`src/rtl/fetch_pc.sv`:
```
// Fetch program counter: sequential advance, memory handshake wait, and
// jump/branch redirect with stall-time capture of the redirect target.
module fetch_pc #(
    parameter int                 WIDTH        = 16,
    parameter int                 ALIGN        = 1,
    parameter logic [WIDTH-1:0]   RESET_VECTOR = '0
) (
    input  logic             clk,
    input  logic             reset,
    input  logic             stall,
    input  logic             branch_taken,
    input  logic [WIDTH-1:0] branch_offset,
    input  logic             jump,
    input  logic [WIDTH-1:0] jump_target,
    input  logic             imem_ready,
    output logic [WIDTH-1:0] pc,
    output logic [WIDTH-1:0] pc_plus,
    output logic             imem_req,
    output logic             flush,
    output logic             align_err
);

    localparam logic [WIDTH-1:0] STEP     = WIDTH'(1) << ALIGN;
    localparam logic [WIDTH-1:0] LOW_MASK = STEP - WIDTH'(1);

    typedef enum logic [1:0] {IDLE, FETCH, WAIT, REDIRECT} state_t;

    state_t           state;
    logic             pend_valid;
    logic [WIDTH-1:0] pend_target;
    logic             pend_err;

    logic             redirect_live;
    logic [WIDTH-1:0] raw_target;
    logic [WIDTH-1:0] live_target;
    logic             live_err;

    assign pc_plus       = pc + STEP;
    assign redirect_live = jump | branch_taken;
    assign raw_target    = jump ? jump_target : (pc + branch_offset);
    assign live_target   = raw_target & ~LOW_MASK;
    assign live_err      = |(raw_target & LOW_MASK);

    always_ff @(posedge clk or posedge reset) begin
        if (reset) begin
            state       <= IDLE;
            pc          <= RESET_VECTOR;
            imem_req    <= 1'b0;
            flush       <= 1'b0;
            align_err   <= 1'b0;
            pend_valid  <= 1'b0;
            pend_target <= '0;
            pend_err    <= 1'b0;
        end else begin
            flush     <= 1'b0;
            align_err <= 1'b0;
            case (state)
                IDLE, REDIRECT: begin
                    state    <= FETCH;
                    imem_req <= 1'b1;
                end
                FETCH, WAIT: begin
                    if (stall) begin
                        // Latest redirect seen while stalled wins when the stall drops
                        if (redirect_live) begin
                            pend_valid  <= 1'b1;
                            pend_target <= live_target;
                            pend_err    <= live_err;
                        end
                    end else if (redirect_live || pend_valid) begin
                        pc         <= redirect_live ? live_target : pend_target;
                        align_err  <= redirect_live ? live_err : pend_err;
                        flush      <= 1'b1;
                        imem_req   <= 1'b0;
                        pend_valid <= 1'b0;
                        state      <= REDIRECT;
                    end else if (state == FETCH) begin
                        if (imem_ready)
                            pc <= pc_plus;
                        else
                            state <= WAIT;
                    end else if (imem_ready) begin
                        state <= FETCH;
                    end
                end
                default: begin
                    state    <= IDLE;
                    imem_req <= 1'b0;
                end
            endcase
        end
    end

endmodule

```
`config.mk`:
```
export PLATFORM = sky130hd
export DESIGN_NAME = fetch_pc
export DESIGN_NICKNAME = d
export VERILOG_FILES = /design/src/rtl/fetch_pc.sv
export SDC_FILE = /design/constraint.sdc
export NUM_CORES = 1
export LEC_CHECK = 0
export BUFFER_PORTS_ARGS = -buffer_cell sky130_fd_sc_hd__buf_4
export CORE_ASPECT_RATIO = 1.1
export CORE_MARGIN = 5
export CORE_UTILIZATION = 49
export CTS_CLUSTER_DIAMETER = 150
export CTS_CLUSTER_SIZE = 14
export DETAILED_ROUTE_END_ITERATION = 7
export MAX_ROUTING_LAYER = met4
export PLACE_DENSITY_LB_ADDON = 0.1
export REMOVE_ABC_BUFFERS = 1
export SLEW_MARGIN = 20
export SYNTH_ARGS = -nofsm -noshare
export SYNTH_HDL_FRONTEND = slang
export SYNTH_SLANG_ARGS = --single-unit
export TNS_END_PERCENT = 20
```
`constraint.sdc`:
```
create_clock -name clk -period 2.3 [get_ports clk]
set_input_delay 0.23 -clock clk [delete_from_list [all_inputs] [get_ports clk]]
set_output_delay 0.23 -clock clk [all_outputs]
set_load 0.03 [all_outputs]
```
==> flow_summary.json, run 1 <==
{
  "status": "finished with violations",
  "failed_checks": "setup timing",
  "crit_chain": "ha_4, fa_2, a21o_1, a221o_1, a221oi_2, mux2_4, nor2_2, o21ai_1",
  "syn_area_per_cell_um2": 7.93,
  "clock_skew_ns": 0.0107,
  "fin_crit_ns": 2.40,
  "fin_crit_sh": 1.04,
  "grt_max_degree": 40,
  "cts-root-buf": "clkbuf_8",
  "drt_iter0_drc": 284,
  "insertedDiodeCount": 0,
  "clk_pin_slew_ns": 0.08,
  "critPathMaxFanout": 3,
  "drv_cap": 0,
  "antenna_found_initial": 0,
  "area.growth.synth_to_final_pct": 37.2,
  "drt_pass1_iterations": 5,
  "initial_core_util": 0.503,
  "cp-start-kind": "flop",
  "yosysSeqAreaShare": 0.313,
  "pwr-share-clk": 0.087,
  "fin_area_mm2": 0.00428,
  "grt.overflow.total": 0,
  "htreeDepth": 2,
  "critPathRequiredTime_ns": 2.49,
  "slowest_delay_ns": 0.42,
  "reg2reg_slack_ns": -0.1,
  "p_switching_w": 0.00304,
  "post-route-drc-count": 0,
  "cell_internal_pwr_w": 0.00310,
  "tightest_slew_ns": 0.547,
  "vias": 3400,
  "drive_gt1_frac": 0.317,
  "yosys.cell_types.count": 55,
  "synth_area_leaders": "dfrtp_1 31%, ha_1 7.2%, nand2_1 6.6%, o21ai_0 5.1%, a21oi_1 4.8%",
  "ys_async_sr_fraction": 1.00,
  "wl_per_cell_um": 17.6,
  "final_nets": 555,
  "io_pins": 73,
  "final_common_cell": "buf_4",
  "place_worst_setup_slack_ns": -0.223,
  "final_cells": 579,
  "max_freq_ghz": 0.417,
  "final_cell_mix": "119 x buf_4, 55 x nand2_1, 38 x dfrtp_1",
  "synth_ff_type": "dfrtp_1",
  "p_leak_nw": 1.97,
  "yosysTopAreaCell": "dfrtp_1",
  "wl_mm": 10.2,
  "cts_buffers": 5,
  "timing_hold_violations_final": 0,
  "grt_pass1_wl_mm": 16.0,
  "fin_ws_ns": -0.0999,
  "crit_path_end_kind": "flop",
  "hold_buffers": 0,
  "cts_buffer_depth": 2,
  "die_h_um": 93.6,
  "worstHoldPathType": "input pin to async pin",
  "num_rows": 30,
  "ant_nets": 0,
  "grt_pass1_vias": 3217,
  "pwr-share-comb": 0.719,
  "tritoncts": "done",
  "clock_sinks": 39,
  "busiest_layer": "met2",
  "seqPwrFrac": 0.194,
  "ys_ff_latch": 39,
  "maxSlewHeadroom": 0.633,
  "power_density_mw_per_mm2": 1430,
  "core-area_mm2": 0.00619,
  "yosysTopAreaCellShare": 0.313,
  "final-max-slew-violation-count": 0,
  "grt_use_met2": 0.405,
  "swShare": 0.495,
  "post_dp_cell_area_mm2": 0.00399,
  "rsz0062_at_grt": "true",
  "vias_per_cell": 5.87,
  "fp.dieW_um": 86.0,
  "synth_cells": 393,
  "yosys_warnings": 0,
  "setup_viol": 6,
  "cpMaxStageDelayCell": "dfrtp_1",
  "tns_ns": -0.358,
  "use_met3": 0.0326,
  "die-area_mm2": 0.00806,
  "grt_use_met1": 0.344,
  "syn_area_mm2": 0.00312,
  "portBuffers": 72,
  "gp_congestion": 0.960,
  "cp.arrival_ns": 2.59,
  "dp.cells": 567,
  "crit_type": "flop to flop",
  "vdd_drop_max_uv": 914,
  "synth-edff-count": 0,
  "dp_hpwl_mm": 7.58,
  "grt_use_total": 0.260,
  "clk_latency_ns": 0.30
}
==> area by class of cell <==
cell class                 count  area (um^2)
clock buffer                   7         96.3
clock inverter                 1         7.51
fill                         529         1920
inverter                      15         56.3
multi-input combinational    318         2150
sequential                    39          977
tap                           80          100
timing repair buffer         119          893
==> per-stage QoR <==
step / utilization / power [W] / hold WS [ns]
3_5_place_dp: 0.644 / 0.00525 / 0.410
6_report: 0.691 / 0.00613 / 0.0605
2_1_floorplan: - / 0.00372 / 0.324
4_1_cts: 0.666 / 0.00587 / 0.0885
5_1_grt: 0.691 / 0.00653 / 0.125
3_3_place_gp: 0.644 / 0.00519 / 0.403
==> power by group through the flow <==
| stage | Clock (W) | Sequential (W) | Combinational [W] |
|---|---|---|---|
| 6_report | 0.000533 | 0.00119 | 0.00441 |
| 3_5_place_dp | 0 | 0.00119 | 0.00407 |
| 5_1_grt | 0.000583 | 0.00123 | 0.00472 |
| 2_1_floorplan | 0 | 0.00158 | 0.00214 |
| 3_3_place_gp | 0 | 0.00118 | 0.00402 |
| 4_1_cts | 0.000543 | 0.00118 | 0.00415 |
==> synth_stat cells (all sizes together) (4+ instances only) <==
cell    count
nand2      55
dfrtp      39
o21ai      38
nor2       32
a21oi      30
ha         18
nand3      18
inv        15
xnor2      14
clkbuf     13
nor3       12
xor2       11
mux2i       9
buf         8
a31oi       7
a211oi      5
a21o        5
and3        5
a221oi      4
o211ai      4
or3         4
==> final timing paths <==
check / startpoint / to / depth (start not counted)
max: pc[0]$_DFFE_PP0P_ / pc[12]$_DFFE_PP0P_ / 8
min: reset / pc[14]$_DFFE_PP0P_ / 3
max reg2reg: pc[0]$_DFFE_PP0P_ / pc[12]$_DFFE_PP0P_ / 8
min reg2reg: pend_target[15]$_DFFE_PP0P_ / pend_target[15]$_DFFE_PP0P_ / 2
max in group asynchronous: reset / pc[1]$_DFFE_PP0P_ / 3
min in group clk: jump_target[13] / pend_target[13]$_DFFE_PP0P_ / 3
==> per-layer routing <==
layer,routed length (um),vias up,share of wire
met4,272,0,0.027
li1,-,1617,-
met5,0,-,0
met2,4820,143,0.47
met1,4380,1618,0.43
met3,683,22,0.067
==> registers in the layout (all words and copies together) (netlist names) <==
signal and count:
pend_target 16, pend_err 1, align_err 1, imem_req 1, state 2, flush 1, pend_valid 1, pc 16
==> worst max-delay path: cells and delay by family, from the launching register on <==
kind / cells / cell delay, ns
DFF: 1 / 0.42
AOI/OAI and AO/OA: 4 / 0.92
adders and majority gates: 2 / 0.53
muxes: 1 / 0.34
and+or+nand+nor: 1 / 0.10
==> logic make-up (layout without fill, tap and decap cells) <==
family                     after synthesis  in the layout  share of synthesized area
AOI/OAI and AO/OA                      118            118                      0.240
xor gates and xnor gates                25             25                     0.0703
adders and majority gates               19             19                     0.0787
buffers and inverters                   36            142                     0.0466
DFF                                     39             39                      0.313
muxes                                   12             12                     0.0397
and+or+nand+nor                        144            144                      0.212
==> repair_timing <==
action / 4_1_cts / 5_1_grt
pin swaps: 5 / 7
buffers inserted: 1 / 3
gates resized for setup: 6 / 21
endpoints found under the setup margin: 9 / 18
No activity file was read; power rests on OpenSTA's default activity.
==> run 2, diff against run 1 <==
--- a/config.mk
+++ b/config.mk
@@ -5,15 +5,16 @@
 export SDC_FILE = /design/constraint.sdc
 export NUM_CORES = 1
 export LEC_CHECK = 0
+export ABC_AREA = 1
 export BUFFER_PORTS_ARGS = -buffer_cell sky130_fd_sc_hd__buf_4
 export CORE_ASPECT_RATIO = 1.1
 export CORE_MARGIN = 5
-export CORE_UTILIZATION = 49
+export CORE_UTILIZATION = 50
 export CTS_CLUSTER_DIAMETER = 150
 export CTS_CLUSTER_SIZE = 14
 export DETAILED_ROUTE_END_ITERATION = 7
 export MAX_ROUTING_LAYER = met4
-export PLACE_DENSITY_LB_ADDON = 0.1
+export PLACE_DENSITY = 0.78
 export REMOVE_ABC_BUFFERS = 1
 export SLEW_MARGIN = 20
 export SYNTH_ARGS = -nofsm -noshare
==> run 2 against run 1 <==
Against the previous run:
- the flow now finishes without violations
- final cell count is 9.0% higher
- final area down 6.3%
- wire length shrank 0.26%
- largest cell class unchanged
- hold slack lost 0.016 ns
- clock-buffer cell count decreased by 2
- critical path depth grew 3
- highest routed layer unchanged
==> flow_summary.json, run 2 <==
{
  "tritoncts": "done",
  "antenna_found_initial": 0,
  "crit_path_end_kind": "output port",
  "clock_skew_ns": 0.00863,
  "final_cell_mix": "132 x nand2_1, 93 x buf_4, 51 x inv_1",
  "ant_nets": 0,
  "fin_crit_sh": 0.967,
  "final-max-slew-violation-count": 0,
  "grt_pass1_wl_mm": 16.4,
  "critPathMaxFanout": 4,
  "core-area_mm2": 0.00616,
  "whs_ns": 0.0444,
  "critPathTopFamily": "simple AND/OR/NAND/NOR gates",
  "p_leak_nw": 2.12,
  "synth_area_leaders": "dfrtp_1 31%, nand2_1 16%, ha_1 7.2%, inv_1 6.1%, nand3_1 6.1%",
  "yosys_warnings": 0,
  "dp_hpwl_mm": 7.79,
  "cts_buffers": 5,
  "syn_area_mm2": 0.00314,
  "wl_mm": 10.1,
  "synth_ff_type": "dfrtp_1",
  "syn_area_per_cell_um2": 6.77,
  "synth_cells": 464,
  "dp.cells": 622,
  "yosysTopAreaCellShare": 0.311,
  "yosysTopAreaCell": "dfrtp_1",
  "largestRegisters": "pc: 16 flops, pend_target: 16 flops, state: 2 flops",
  "path_buf_inv": 3,
  "yosysMostFrequentCell": "nand2_1",
  "fin_ws_ns": 0.0750,
  "synth_commonest_cells": "132 x nand2_1, 51 x inv_1, 50 x nor2_1, 39 x dfrtp_1, 38 x nand3_1",
  "fin_crit_ns": 2.22,
  "tightest_slew_ns": 0.838,
  "grt_max_degree": 40,
  "status": "finished, final reports clean",
  "area.growth.synth_to_final_pct": 27.4,
  "wl_per_cell_um": 16.1,
  "vdd_drop_max_uv": 617,
  "hold_buffers": 0,
  "final_common_cell": "nand2_1",
  "fillCellCount": 595,
  "setup_viol": 0,
  "max_freq_ghz": 0.449,
  "crit_chain": "ha_2, nand2_2, nor2_4, inv_2, nor2_4, nand2_2, nor2_4, nand2_2, xor2_2, inv_1, buf_4",
  "vias_per_cell": 5.48,
  "htreeDepth": 2,
  "timing_hold_violations_final": 0,
  "grt.overflow.total": 0,
  "synth-edff-count": 0,
  "insertedDiodeCount": 0,
  "power_density_mw_per_mm2": 1430,
  "final_nets": 608,
  "yosysSeqAreaShare": 0.311,
  "yosys.cell_types.count": 43,
  "grt_use_total": 0.268,
  "vias": 3456,
  "die_h_um": 93.2,
  "cp.arrival_ns": 1.99,
  "clk_pin_slew_ns": 0.08,
  "crit_type": "flop to output port",
  "slowest_delay_ns": 0.40,
  "maxSlewHeadroom": 0.440,
  "num_rows": 30,
  "io_pins": 73,
  "ys_ff_latch": 39,
  "gp_congestion": 0.931,
  "portBuffers": 72,
  "ys_async_sr_fraction": 1.00,
  "die-area_mm2": 0.00797,
  "drive_gt1_frac": 0.230,
  "rsz0062_at_grt": "true",
  "cts-root-buf": "clkbuf_8",
  "grt_pass1_vias": 3423,
  "clock_sinks": 39,
  "worstHoldPathType": "input pin to async pin",
  "cpMaxStageDelayCell": "dfrtp_1",
  "post-route-drc-count": 0,
  "critPathRequiredTime_ns": 2.07,
  "drv_cap": 0,
  "initial_core_util": 0.511,
  "tns_ns": 0,
  "final_cells": 631,
  "fp.dieW_um": 85.6,
  "cts_buffer_depth": 2,
  "clk_latency_ns": 0.30,
  "cp-start-kind": "flop",
  "drt_pass1_iterations": 7,
  "drt_iter0_drc": 273,
  "place_worst_setup_slack_ns": 0.235
}
run 2: cell count changes after synthesis, sizes merged, moves of 10 or more:
cell | before | now
nand3 | 18 | 38
nand2 | 55 | 135
nor2 | 32 | 55
o21ai | 38 | 25
nor3 | 12 | 2
inv | 15 | 56
run 2: worst reg2reg max path, stage by stage, from the launching register on:
cell and delay [ns]:
dfrtp_1 0.42, buf_4 0.15, ha_1 0.29, or2_1 0.25
nand3_1 0.09, nand2_1 0.12, nand2_1 0.11, nand2_1 0.05
nand2_1 0.05, nand3_1 0.08, o21ai_0 0.20, nand2_1 0.10
nand2_1 0.08, nand2_1 0.04
run 2: final cells by class:
type	count	area (um^2)	area share
clock buffer	5	68.8	0.0172
clock inverter	2	37.5	0.00937
sequential	39	977	0.244
tap	80	100	0.0250
timing repair buffer	93	698	0.174
multi-input combinational	356	1910	0.477
inverter	56	213	0.0531
run 2: through the flow:
step	power [W]	utilization	instance area, um^2
floorplan	0.00372	-	3080
finish	0.00574	0.651	4010
CTS	0.00566	0.646	3980
global placement	0.00499	0.627	3860
detailed placement	0.00506	0.627	3860
global route	0.00618	0.651	4010
run 2: path summary, 6_finish.rpt:
path | startpoint | to | cells after the start | slack, ns
setup / recovery | pc[2]$_DFFE_PP0P_ | pc_plus[11] | 11 | 0.08
min in group clk | stall | pend_valid$_DFFE_PP0P_ | 3 | 0.21
hold / removal | reset | pend_target[11]$_DFFE_PP0P_ | 3 | 0.04
setup reg to reg | pc[2]$_DFFE_PP0P_ | pc[11]$_DFFE_PP0P_ | 13 | 0.16
max in group asynchronous | reset | pc[1]$_DFFE_PP0P_ | 3 | 1.86
hold reg to reg | pend_target[1]$_DFFE_PP0P_ | pend_target[1]$_DFFE_PP0P_ | 2 | 0.48
run 2: cells by family after synthesis:
| group | Yosys count | synth area share |
|---|---|---|
| buf+inv | 69 | 0.0880 |
| simple gates | 251 | 0.344 |
| xor+xnor | 16 | 0.0470 |
| flops | 39 | 0.311 |
| fa+ha+maj | 19 | 0.0780 |
| compound gates | 70 | 0.132 |
run 2: report_power, final:
group,switching (W),internal [W]
clock,0.000264,0.000317
sequential,0.000222,0.000995
combinational,0.00250,0.00144
total,0.00299,0.00275
run 2: repair_timing:
item	CTS	global route
pin swaps	0	0
setup buffers	0	2
setup endpoints to repair	1	4
cloned	0	0
hold endpoints to repair	0	0
resized for setup	1	5
run 2: routing by layer:
metal | wire length (um) | vias up | global-route usage
li1 | - | 1672 | -
met1 | 4410 | 1600 | 0.343
met2 | 4690 | 159 | 0.419
met3 | 774 | 25 | 0.0493
met4 | 260 | 0 | 0.109
met5 | 0 | - | -
==> run 3, diff against run 2 <==
--- a/config.mk
+++ b/config.mk
@@ -15,7 +15,6 @@
 export DETAILED_ROUTE_END_ITERATION = 7
 export MAX_ROUTING_LAYER = met4
 export PLACE_DENSITY = 0.78
-export REMOVE_ABC_BUFFERS = 1
 export SLEW_MARGIN = 20
 export SYNTH_ARGS = -nofsm -noshare
 export SYNTH_HDL_FRONTEND = slang
==> run 3 against run 2 <==
Against the previous run:
- non-clock buffer count fell by 1
- power rose by 1.5%
- first-iteration DRC count fell by 20%
- sequential share of layout area fell by 0.084 points
==> flow_summary.json, run 3 (synthesis gave the netlist of run 2 again) <==
{
  "gp_congestion": 0.897,
  "dp_hpwl_mm": 7.62,
  "max_freq_ghz": 0.462,
  "wl_mm": 9.94,
  "post-route-drc-count": 0,
  "ant_nets": 0,
  "num_rows": 30,
  "critPathRequiredTime_ns": 2.07,
  "power_density_mw_per_mm2": 1450,
  "tightest_slew_ns": 0.783,
  "grt.overflow.total": 0,
  "rsz0062_at_grt": "false",
  "clock_skew_ns": 0.00800,
  "grt_pass1_vias": 3340,
  "largestRegisters": "pc: 16 flops, pend_target: 16 flops, state: 2 flops",
  "hold_buffers": 0,
  "maxSlewHeadroom": 0.478,
  "pwr-share-comb": 0.668,
  "fp.dieW_um": 85.6,
  "tritoncts": "done",
  "cell_internal_pwr_w": 0.00286,
  "io_pins": 73,
  "pwr-share-clk": 0.122,
  "drt_iter0_drc": 219,
  "vdd_drop_max_uv": 734,
  "grt_use_total": 0.263,
  "clock_sinks": 39,
  "final_cell_mix": "132 x nand2_1, 92 x buf_4, 51 x inv_1",
  "fin_crit_sh": 0.941,
  "fin_crit_ns": 2.16,
  "crit_path_end_kind": "output port",
  "die-area_mm2": 0.00797,
  "regArea_um2": 977,
  "grt_pass1_wl_mm": 16.2,
  "insertedDiodeCount": 0,
  "drt_pass1_iterations": 4,
  "final-max-slew-violation-count": 0,
  "fillCellCount": 593,
  "crit_type": "flop to output port",
  "grt_max_degree": 40,
  "fin_ws_ns": 0.136,
  "drive_gt1_frac": 0.225,
  "timing_hold_violations_final": 0,
  "area.growth.synth_to_final_pct": 27.9,
  "portBuffers": 72,
  "vias_per_cell": 5.53,
  "critPathMaxFanout": 4,
  "cp-start-kind": "flop",
  "swShare": 0.510,
  "cts_buffer_depth": 2,
  "busiest_layer": "met2",
  "antenna_found_initial": 0,
  "htreeDepth": 2,
  "setup_viol": 0,
  "vias": 3491,
  "grt_use_met2": 0.427,
  "clk_latency_ns": 0.30,
  "tns_ns": 0,
  "p_leak_nw": 2.14,
  "grt_use_met1": 0.331,
  "drv_cap": 0,
  "multi_input_area_mm2": 0.00190,
  "worstHoldPathType": "input pin to async pin",
  "syn_nets": 521,
  "initial_core_util": 0.511,
  "cts_buffers": 5,
  "seqPwrFrac": 0.210,
  "core-area_mm2": 0.00616,
  "cp.arrival_ns": 1.93,
  "die_h_um": 93.2,
  "p_switching_w": 0.00297,
  "status": "finished, final reports clean",
  "final_nets": 607,
  "wl_per_cell_um": 15.8,
  "use_met3": 0.0546,
  "clk_pin_slew_ns": 0.09,
  "cts-root-buf": "clkbuf_8",
  "place_worst_setup_slack_ns": 0.196,
  "final_common_cell": "nand2_1"
}
==> run 3: what timing repair did <==
| action | 4_1_cts | 5_1_grt |
|---|---|---|
| pin swaps | 0 | 0 |
| endpoints found under the setup margin | 1 | 2 |
| setup buffers | 1 | 2 |
| gates resized for setup | 1 | 2 |
==> run 3: per-layer routing <==
metal | wire, um | vias up
met1 | 4290 | 1652
li1 | - | 1672
met3 | 724 | 21
met4 | 220 | 0
met5 | 0 | -
met2 | 4710 | 146
==> run 3: cell type report <==
type                       instances  share of cell area
clock buffer                       5              0.0171
sequential                        39               0.243
tap                               80              0.0249
timing repair buffer              92               0.172
clock inverter                     3              0.0168
multi-input combinational        356               0.473
inverter                          56              0.0529
==> run 3: path summary, 6_finish.rpt <==
check	start	endpoint	cells past startpoint	slack, ns
setup reg to reg	pc[0]$_DFFE_PP0P_	pc[4]$_DFFE_PP0P_	10	0.15
max in group asynchronous	reset	pc[1]$_DFFE_PP0P_	3	1.83
hold reg to reg	pend_target[9]$_DFFE_PP0P_	pend_target[9]$_DFFE_PP0P_	2	0.49
hold / removal	reset	pc[12]$_DFFE_PP0P_	3	0.05
setup / recovery	pc[1]$_DFFE_PP0P_	pc_plus[11]	11	0.14
min in group clk	stall	pend_valid$_DFFE_PP0P_	3	0.19
==> run 3: critical path, cell delays in order, from the launching register on <==
cell	delay, ns
dfrtp_2	0.40
ha_1	0.20
nand2_2	0.08
nor2_4	0.14
inv_2	0.06
nor2_4	0.09
nand2_2	0.08
nor2_4	0.12
nand2_2	0.07
xor2_2	0.17
inv_1	0.06
buf_4	0.16
==> run 3: stage by stage <==
stage	std cells	util	area [um^2]	hold slack, ns	total power, W
floorplan	464	-	3140	0.394	0.00376
global placement	620	0.625	3850	0.394	0.00495
detailed placement	620	0.625	3850	0.406	0.00502
CTS	629	0.649	3990	0.0795	0.00576
global route	631	0.653	4020	0.124	0.00626
finish	631	0.653	4020	0.0488	0.00583
==> run 3: power groups by stage <==
stage	clock (W)	combinational, W	sequential [W]
2_1_floorplan	0	0.00221	0.00155
3_3_place_gp	0	0.00372	0.00123
3_5_place_dp	0	0.00378	0.00124
4_1_cts	0.000715	0.00383	0.00122
5_1_grt	0.000744	0.00425	0.00126
6_report	0.000709	0.00389	0.00122
